`src/rtl/ysyx_22041412_pkg.sv`:
```
// Shared definitions for the divider sequencer: datapath width, op encodings,
// FSM state encoding, the last-result entry payload and small op helpers.
package ysyx_22041412_pkg;

  localparam int unsigned XLEN   = 64;
  localparam int unsigned WORD_W = 32;

  // RV64M divide op encoding as presented by the EXU
  typedef enum logic [1:0] {
    OP_DIV  = 2'd0,
    OP_DIVU = 2'd1,
    OP_REM  = 2'd2,
    OP_REMU = 2'd3
  } div_op_e;

  typedef enum logic [2:0] {
    ST_IDLE  = 3'd0,
    ST_ISSUE = 3'd1,
    ST_WAIT  = 3'd2,
    ST_DONE  = 3'd3,
    ST_DRAIN = 3'd4
  } div_state_e;

  // Last divider result, keyed by the full operation
  typedef struct packed {
    logic            word;
    logic [1:0]      op;
    logic [XLEN-1:0] src1;
    logic [XLEN-1:0] src2;
    logic [XLEN-1:0] result;
  } div_lastres_t;

  function automatic logic [XLEN-1:0] sext_word(input logic [XLEN-1:0] x);
    return {{(XLEN-WORD_W){x[WORD_W-1]}}, x[WORD_W-1:0]};
  endfunction

  function automatic logic op_is_signed(input logic [1:0] op);
    return ~op[0];
  endfunction

  function automatic logic op_is_rem(input logic [1:0] op);
    return op[1];
  endfunction

endpackage

```
`src/rtl/ysyx_22041412_div_special.sv`:
```
// Combinational detector for the RISC-V divide special cases (divide by zero
// and signed overflow) with the architecturally defined result.
// Ports:
//   op, word       op encoding and W flag
//   src1, src2     dividend, divisor
//   special_c      operands hit a special case
//   result_c       final (already sign-extended for W) result of that case
module ysyx_22041412_div_special
  import ysyx_22041412_pkg::*;
(
  input  logic [1:0]      op,
  input  logic            word,
  input  logic [XLEN-1:0] src1,
  input  logic [XLEN-1:0] src2,
  output logic            special_c,
  output logic [XLEN-1:0] result_c
);

  localparam logic [XLEN-1:0]   XMIN = {1'b1, {(XLEN-1){1'b0}}};
  localparam logic [WORD_W-1:0] WMIN = {1'b1, {(WORD_W-1){1'b0}}};

  logic            div_zero;
  logic            ovf;
  logic [XLEN-1:0] dividend;

  // Detect cases on the effective operand width
  always_comb begin
    special_c = 1'b0;
    result_c  = '0;
    dividend  = word ? sext_word(src1) : src1;
    div_zero  = word ? (src2[WORD_W-1:0] == '0) : (src2 == '0);
    ovf       = op_is_signed(op) &&
                (word ? (src1[WORD_W-1:0] == WMIN && src2[WORD_W-1:0] == '1)
                      : (src1 == XMIN && src2 == '1));
    if (div_zero) begin
      special_c = 1'b1;
      result_c  = op_is_rem(op) ? dividend : '1;
    end else if (ovf) begin
      special_c = 1'b1;
      result_c  = op_is_rem(op) ? '0 : dividend;
    end
  end

endmodule

```
`src/rtl/ysyx_22041412_div_ctrl.sv`:
```
// EXU-side sequencer for the multi-cycle divider. Resolves special cases at
// accept, otherwise issues to the divider, holds its inputs, waits for the
// result (with a watchdog), sign-extends W results and offers the result on a
// valid/ready writeback port. Optional macro DIV_CTRL_LASTRES_EN adds a
// one-entry last-result store that short-circuits exact repeats.
// Ports:
//   clk, rst                           clock, synchronous active-high reset
//   ex_valid/ex_ready/ex_op/ex_word/
//   ex_src1/ex_src2/ex_rd              op offer from EXU
//   flush                              kill in-flight op
//   div_valid, div_dividend, div_divisor,
//   divw, div_signed, div_mode         divider issue (held until captured)
//   div_out_valid, div_result          divider result
//   wb_valid/wb_ready/wb_result/wb_rd  writeback
//   err_timeout                        sticky watchdog error
module ysyx_22041412_div_ctrl
  import ysyx_22041412_pkg::*;
#(
  parameter int unsigned TIMEOUT_CYC = 16
) (
  input  logic            clk,
  input  logic            rst,
  input  logic            ex_valid,
  output logic            ex_ready,
  input  logic [1:0]      ex_op,
  input  logic            ex_word,
  input  logic [XLEN-1:0] ex_src1,
  input  logic [XLEN-1:0] ex_src2,
  input  logic [4:0]      ex_rd,
  input  logic            flush,
  output logic            div_valid,
  output logic [XLEN-1:0] div_dividend,
  output logic [XLEN-1:0] div_divisor,
  output logic            divw,
  output logic            div_signed,
  output logic            div_mode,
  input  logic            div_out_valid,
  input  logic [XLEN-1:0] div_result,
  output logic            wb_valid,
  input  logic            wb_ready,
  output logic [XLEN-1:0] wb_result,
  output logic [4:0]      wb_rd,
  output logic            err_timeout
);

  localparam int unsigned WD_W = $clog2(TIMEOUT_CYC + 1);

  div_state_e      state_q, state_d;
  logic [WD_W-1:0] wd_cnt_q;
  logic            special_c;
  logic [XLEN-1:0] special_res_c;
  logic            hit_c;
  logic [XLEN-1:0] hit_res_c;
  logic            accept_c;
  logic            capture_c;
  logic            timeout_c;
  logic            wd_hit_c;
  logic [XLEN-1:0] res_c;

  ysyx_22041412_div_special u_special (
    .op        (ex_op),
    .word      (ex_word),
    .src1      (ex_src1),
    .src2      (ex_src2),
    .special_c (special_c),
    .result_c  (special_res_c)
  );

  // Divider zero-extends W results
  assign res_c = divw ? sext_word(div_result) : div_result;

`ifdef DIV_CTRL_LASTRES_EN
  div_lastres_t lr_q;
  logic         lr_vld_q;

  assign hit_c = lr_vld_q && (lr_q.word == ex_word) && (lr_q.op == ex_op) &&
                 (lr_q.src1 == ex_src1) && (lr_q.src2 == ex_src2);
  assign hit_res_c = lr_q.result;

  // Entry refreshed only by genuine divider results
  always_ff @(posedge clk) begin
    if (rst) begin
      lr_vld_q <= 1'b0;
      lr_q     <= '0;
    end else if (capture_c) begin
      lr_vld_q <= 1'b1;
      lr_q     <= '{word: divw, op: {div_mode, ~div_signed},
                    src1: div_dividend, src2: div_divisor, result: res_c};
    end
  end
`else
  assign hit_c     = 1'b0;
  assign hit_res_c = '0;
`endif

  // Next-state logic
  always_comb begin
    state_d   = state_q;
    accept_c  = 1'b0;
    capture_c = 1'b0;
    timeout_c = 1'b0;
    wd_hit_c  = (wd_cnt_q == WD_W'(TIMEOUT_CYC - 1));
    unique case (state_q)
      ST_IDLE: begin
        if (ex_valid) begin
          accept_c = 1'b1;
          state_d  = (special_c || hit_c) ? ST_DONE : ST_ISSUE;
        end
      end
      ST_ISSUE: state_d = flush ? ST_DRAIN : ST_WAIT;
      ST_WAIT: begin
        if (div_out_valid) begin
          if (flush) begin
            state_d = ST_IDLE;
          end else begin
            capture_c = 1'b1;
            state_d   = ST_DONE;
          end
        end else if (flush) begin
          state_d = ST_DRAIN;
        end else if (wd_hit_c) begin
          timeout_c = 1'b1;
          state_d   = ST_DONE;
        end
      end
      ST_DONE: begin
        if (flush || wb_ready) state_d = ST_IDLE;
      end
      ST_DRAIN: begin
        if (div_out_valid) begin
          state_d = ST_IDLE;
        end else if (wd_hit_c) begin
          timeout_c = 1'b1;
          state_d   = ST_IDLE;
        end
      end
      default: state_d = ST_IDLE;
    endcase
  end

  // State, watchdog and registered outputs
  always_ff @(posedge clk) begin
    if (rst) begin
      state_q      <= ST_IDLE;
      wd_cnt_q     <= '0;
      ex_ready     <= 1'b1;
      div_valid    <= 1'b0;
      wb_valid     <= 1'b0;
      err_timeout  <= 1'b0;
      div_dividend <= '0;
      div_divisor  <= '0;
      divw         <= 1'b0;
      div_signed   <= 1'b0;
      div_mode     <= 1'b0;
      wb_result    <= '0;
      wb_rd        <= '0;
    end else begin
      state_q   <= state_d;
      ex_ready  <= (state_d == ST_IDLE);
      div_valid <= (state_d == ST_ISSUE);
      wb_valid  <= (state_d == ST_DONE);

      // Watchdog restarts on every entry into WAIT or DRAIN
      if ((state_d != state_q) && (state_d == ST_WAIT || state_d == ST_DRAIN))
        wd_cnt_q <= '0;
      else if (state_q == ST_WAIT || state_q == ST_DRAIN)
        wd_cnt_q <= wd_cnt_q + WD_W'(1);

      if (accept_c) begin
        wb_rd <= ex_rd;
        if (special_c) begin
          wb_result <= special_res_c;
        end else if (hit_c) begin
          wb_result <= hit_res_c;
        end else begin
          div_dividend <= ex_src1;
          div_divisor  <= ex_src2;
          divw         <= ex_word;
          div_signed   <= op_is_signed(ex_op);
          div_mode     <= op_is_rem(ex_op);
        end
      end

      if (capture_c) wb_result <= res_c;

      if (timeout_c) begin
        err_timeout <= 1'b1;
        if (state_q == ST_WAIT) wb_result <= '0;
      end
    end
  end

endmodule

```
`config.mk`:
```
export PLATFORM = sky130hd
export DESIGN_NAME = ysyx_22041412_div_ctrl
export DESIGN_NICKNAME = d
export VERILOG_FILES = /design/src/rtl/ysyx_22041412_pkg.sv /design/src/rtl/ysyx_22041412_div_special.sv /design/src/rtl/ysyx_22041412_div_ctrl.sv
export SDC_FILE = /design/constraint.sdc
export NUM_CORES = 1
export LEC_CHECK = 0
export CORE_AREA = 3 3 160 162
export DETAILED_ROUTE_END_ITERATION = 16
export DIE_AREA = 0 0 163 165
export PLACE_DENSITY = 0.81
export REMOVE_ABC_BUFFERS = 1
export SYNTH_ARGS = -nofsm -noshare
export SYNTH_HDL_FRONTEND = slang
export SYNTH_SLANG_ARGS = --single-unit
```
`constraint.sdc`:
```
create_clock -name clk -period 3.9 [get_ports clk]
set_input_delay 0.78 -clock clk [delete_from_list [all_inputs] [get_ports clk]]
set_output_delay 0.78 -clock clk [all_outputs]
set_load 0.1 [all_outputs]
```
Word level (Yosys, flattened, before mapping). Cells that the tools add are included.

Register bits: 212. Bits in latches: 0. Bits in writable memories: 0. Bits in read-only memories: 0. Logic and storage cells: 79. Memories: 0.

$add $sub $neg: 1. $mul: 0. Divide/modulo/power cells: 0. $lt $le $gt $ge: 0. Eq/ne operators: 14. Shift operators: 0. Mux-type cells: 36. Bitwise operators: 2. Reduce and logical (&&, ||, !) cells: 13.

Operators by type and width (count): 64-bit 2-to-1 mux (11); 64-bit == test (second input constant) (2); 32-bit == test (second input constant) (2); 64-bit logical NOT (1); 32-bit logical NOT (1); 3-bit 2-to-1 mux (8); 3-bit one-hot mux with 5 select lines (1); 1-bit 2-to-1 mux (13); 3-bit by 2-bit == test with 1-bit output (second input constant) (4); 3-bit by 1-bit == test with 1-bit output (second input constant) (2); 3-bit == test (second input constant) (2); 3-bit logical NOT (2); 5-bit by 1-bit adder with 5-bit output (second input constant) (1); 5-bit by 4-bit == test with 1-bit output (second input constant) (1); 1-bit logical AND (4); 2-bit 2-to-1 mux (2); 1-bit logical OR (3); 3-bit inequality test (1); 1-bit NOT (2); 1-bit one-hot mux with 2 select lines (1); 2-bit AND reduction (1); 2-bit OR reduction (1).

Longest topological paths before layout. Gate-level depths: netlist of run 1.

Depth in word-level cells: 13. Mapped depth: 11. Depth with buffers taken out: 10.

Cells and area by module. From an unflattened synthesis of run 1, not the netlist that was laid out.

Cells, all modules: 1345. Area total of the unflattened synthesis: 9855.7 um^2.

Modules (own cells, without submodules): ysyx_22041412_div_ctrl (times used 1, cells an instance 1100, area each 8519.4 um^2); ysyx_22041412_div_special (times used 1, cells an instance 245, area each 1336.3 um^2).

Worst setup path before layout of run 1. OpenSTA, ideal clock, no wires.

Path type: input to register. From: input ex_src1[0]. To: register wb_result[26]. Arrival: 3.266 ns. Required time: 3.770 ns. Setup slack: 0.504 ns. Stages on the path: 10. Cells stage by stage: or4_1 > or4_1 > or4_4 > o32ai_2 > a21oi_1 > buf_6 > buf_6 > clkbuf_1 > a32oi_1 > o31ai_1.

Cells in the longest elaborated chain, start to end: 11. Elaborated cells between the ends (all ways): 15. Those cells by class: eq/ne: 2; mux: 10; reduce/logical: 3.

Ends and longest elaborated chain: start: declaration (RTL line ysyx_22041412_div_ctrl.sv:27) `input logic [XLEN-1:0] ex_src1,`; 64-bit == test or 32-bit == test (tied branches) (RTL line ysyx_22041412_div_special.sv:34, ysyx_22041412_div_special.sv:33); 1-bit logical AND (on tied branches) (RTL line ysyx_22041412_div_special.sv:34, ysyx_22041412_div_special.sv:33); 1-bit 2-to-1 mux (*) (RTL line ysyx_22041412_div_special.sv:33) `(word ? (src1[WORD_W-1:0] == WMIN && src2[WORD_W-1:0] == '1)`; 1-bit logical AND (*) (RTL line ysyx_22041412_div_special.sv:32) `ovf = op_is_signed(op) &&`; 64-bit 2-to-1 mux or 1-bit 2-to-1 mux (tied branches) (RTL line ysyx_22041412_div_special.sv:38) `end else if (ovf) begin`; 64-bit 2-to-1 mux or 1-bit 2-to-1 mux (tied branches) (RTL line ysyx_22041412_div_special.sv:35) `if (div_zero) begin`; 64-bit 2-to-1 mux (*) (RTL line ysyx_22041412_div_ctrl.sv:171) `if (special_c) begin`; 64-bit 2-to-1 mux (*) (RTL line ysyx_22041412_div_ctrl.sv:169) `if (accept_c) begin`; 64-bit 2-to-1 mux (*) (RTL line ysyx_22041412_div_ctrl.sv:184) `if (capture_c) wb_result <= res_c;`; 64-bit 2-to-1 mux (RTL line ysyx_22041412_div_ctrl.sv:188) `if (state_q == ST_WAIT) wb_result <= '0;`; 64-bit 2-to-1 mux (*) (RTL line ysyx_22041412_div_ctrl.sv:186) `if (timeout_c) begin`; end signal: assignment (RTL line ysyx_22041412_div_ctrl.sv:172) `wb_result <= special_res_c;`; end signal: assignment (RTL line ysyx_22041412_div_ctrl.sv:174) `wb_result <= hit_res_c;`; end signal: assignment (RTL line ysyx_22041412_div_ctrl.sv:184); end: declaration (RTL line ysyx_22041412_div_ctrl.sv:41) `output logic [XLEN-1:0] wb_result,`.

Mark *: on every way between the ends. The rest lies on a longest branch, timed or not. A chain may end at the register's enable or synchronous reset.

Final worst setup path of run 1.
From: input ex_src1[0]. To: register wb_result[53].

The elaborated chain is that of the path after synthesis.

==> metrics list, run 1 <==
- Detailed placement ended at an HPWL of 26.36 mm.
- Netlist area before placement: 9064 um^2
- Synthesis instantiated 43 different standard cells from the library.
* Final Hold Vio Count: 0
- Critical path buffers and inverters: 2
- Hold repair after CTS inserted 0 buffers.
- Setup Buffers After CTS: 0
- Number of vias in the routed layout: 10,300
- STA puts the critical path data required time at 4.33 ns.
* Number of design rule violations left after detail routing: 0
* Setup-violating endpoint count in the final report: 0
- Standard cell area after detailed placement: 13,630 um^2
- Cell with the biggest individual delay on the critical path: or4_1
* Maximum vdd drop: 341.6 uV
- In the synthesized netlist the dominant register cell turns out to be dfxtp_1.
* Die Ht: 165 um
- Clk root buf: clkbuf_16
* Fraction of post-synthesis cell area in the top cell type by area: 46.82%
- In this run the remaining antenna-violating nets after routing total 0.
* Cell class contributing the biggest share of worst-path delay: simple AND/OR/NAND/NOR gates
* Worst Path Arrival: 4.05 ns
* Total Wirelength: 36.69 mm
* Biggest area contributors in the synthesized netlist: dfxtp_1 47%, nand2_1 13%, a21oi_1 11%
- Leakage power: 4.992 nW
- Antenna violations before repair: 0
- Placeable core area: 24,250 um^2
- At the later pin of the worst-skew pair, clock insertion delay measures 0.52 ns.
- The die covers 26,900 um^2.
* Share of flip-flops with an asynchronous set or reset after synthesis: 0%
* Run status: completed
- Counting every sink on the clock net gives 212.
* Number of core rows: 57
- At the pin with the least slew margin, the transition time is 1.114 ns.
- The synthesized design spends more area on one cell type than any other, namely dfxtp_1.
* Cell count after placement: 1,862
* Kind of end point of the critical path: flip-flop
- Counting every instance in the synthesized netlist gives 1,186.
- Rel. slew slack: 25.53%
- In this run the worst path has a maximum fanout of 53.
- Number of gates resized after cts: 0
- Number of flops mapped to enable cells by yosys: 0
* Cells along the critical path: clkdlybuf4s50_1 > or4_1 > or4_1 > or4_4 > o32ai_2 > a21oi_4 > buf_12 > or3_1 > a31oi_1
- Final design instance area without fill: 14,370 um^2
- Worst-path clk slew: 0.06 ns
- The max-slew violation count came to 0.
* CP Launch Type: primary input
* Final period demand of the worst path: 3.615 ns
- Biggest cell delay along the critical path: 0.57 ns
* Number of H-tree levels: 1
- Antenna diode count: 0
- The first detailed-routing pass ran for 5 iterations.
- Number of cells in the finished layout apart from fillers: 1,902
- Count of state elements after synthesis: 212
- Power density normalized to cell area: 433.7 nW/um^2
- The via count of the first global-routing pass came to 9,861.
- Fraction of the cycle the final worst path needs: 92.70%
- Yosys printed 0 warnings.
- Crit-path most repeated cell: or4_1
- The worst hold path belongs to the class flip-flop to flip-flop.
- Summed over all layers, the global routing overflow is 0.
* Max Cap Viol: 0
- Type of the worst setup path: primary input to flip-flop
- For this run, the top clock speed supported by timing is 276.6 MHz.
- Entering global routing, the biggest net connects 84 pins.
- Register area share after synthesis: 46.82%
* Gp weighted congestion: 0.8951
- Starting density of the core: 37.38%
- Number of buffers on the longest clock path: 3
- Port buffering added 409 buffers.
* Average vias per placed instance: 5.417
- In the final routed layout, each cell accounts on average for 19.29 um.
* Number of design-rule violations left by the first detailed-router iteration: 926
- I/O pin count: 410
* Fraction of layout instances using a drive strength above 1: 5.006%
* Wire length of the first global-routing pass: 55.12 mm
- Counting the buffers created by CTS gives 24.
- Worst clock skew: 0.01095 ns
- Aggregate global-route resource usage: 25.56%
* TritonCTS clock tree: done
* Post-synthesis to final-layout area growth: 58.49%
* Horizontal die dimension: 163 um
- Setup repair after global routing missed its margin: no
- Mean area per synthesized cell: 7.642 um^2
- Nets@finish: 1,772
[metal layers]
layer | vias up | wire [um] | global-route usage, %
met2 | 477 | 17540 | 42.16
met3 | 93 | 3019 | 6.295
met4 | 0 | 1491 | 10.27
li1 | 4876 | - | -
met5 | - | 0 | 0
met1 | 4858 | 14640 | 32.16
[state kept, by name, indices dropped and copies added, names as in the netlist, 3 cells and up]
signal        cells
div_dividend     64
div_divisor      64
state_q           3
wb_rd             5
wb_result        64
wd_cnt_q          5
[worst reg2reg max path: cells and delay by family, from the launching register on]
family                   cells  cell delay [ns]
flip-flops                   1             0.33
AO/OA/AOI/OAI                3             1.18
AND/OR/NAND/NOR              2             0.37
adder cells (fa/ha/maj)      2             0.43
buffers and inverters        1             0.42
[kinds of logic after synthesis]
logic type               share of synthesized area [%]
XOR/XNOR                                        0.3866
multiplexers                                    0.2347
AND/OR/NAND/NOR                                  24.92
buffers and inverters                            5.756
flip-flops                                       46.82
AO/OA/AOI/OAI                                    21.60
adder cells (fa/ha/maj)                         0.2760
[power breakdown]
| group | switching, W | total [W] | internal (W) |
|---|---|---|---|
| Combinational | 0.00121 | 0.00171 | 0.000499 |
| Clock | 0.000910 | 0.00218 | 0.00127 |
| Sequential | 0.0000596 | 0.00234 | 0.00228 |
| Total | 0.00218 | 0.00623 | 0.00405 |
[Yosys cell counts, drive strengths merged (4+ instances only)]
cell / count
nand2: 309
dfxtp: 212
a21oi: 198
clkbuf: 76
o21ai: 68
inv: 35
nor4: 34
a31oi: 33
nor2b: 32
a211oi: 31
or3: 31
nand4: 22
nor2: 18
buf: 16
nor3: 8
o31ai: 6
or4: 6
a32oi: 5
and2: 5
and3: 4
nand3: 4
nand4b: 4
[metrics by stage]
step,total power [W],hold slack [ns],setup slack (ns),utilization (%),TNS [ns]
2_1_floorplan,0.003462,0.4768,-5.413,-,-721.14
3_3_place_gp,0.004071,0.4402,-0.04314,56.20,-1.203
3_5_place_dp,0.004087,0.4453,-0.1918,56.20,-5.039
4_1_cts,0.006282,0.4537,0.2979,59.24,0
5_1_grt,0.006437,0.4694,0.1667,59.24,0
6_report,0.006230,0.4511,0.2848,59.24,0
[cell type report]
type                            count  area (um^2)
Inverter                           35        131.4
Timing Repair Buffer              444         4477
Clock inverter                      4        50.05
Sequential cell                   212         4244
Clock buffer                       36        686.9
Tap cell                          324        405.4
Fill cell                        2135         9883
Multi-Input combinational cell    847         4370
[placed cells by master (no fill, tap or decap), drive strengths merged, types with 2 or more instances in the layout]
cell	count
or4	6
nor2	18
a31oi	33
a211oi	31
or3	31
a2111oi	2
and2	5
dfxtp	212
a21oi	198
nand4b	4
a32oi	5
a41oi	2
nand4	22
clkinvlp	2
nand3	4
and4b	2
clkdlybuf4s50	407
nor3	8
xor2	2
clkbuf	36
nor2b	32
nor4b	2
nor4	34
a21o	2
and3	4
buf	37
nand2	309
o31ai	6
inv	35
nor3b	2
xnor2	2
ha	2
o21ai	68
and4	2
[final timing paths]
kind / to / start / cells past startpoint / slack [ns]
worst max-delay path: wb_result[53] / ex_src1[0] / 9 / 0.28
worst min-delay path: div_dividend[56] / div_dividend[56] / 2 / 0.45
worst max register to register: wb_result[23] / wd_cnt_q[0] / 8 / 1.08
worst min register to register: div_dividend[56] / div_dividend[56] / 2 / 0.45
Note: power is estimated with default switching activity, not from simulation.
==> inputs of run 2 (changes only) <==
ABC_CLOCK_PERIOD_IN_PS = 3900   (was not set)
==> results of run 2 <==
No change in the layout: final DEF, timing and power equal those of run 1.
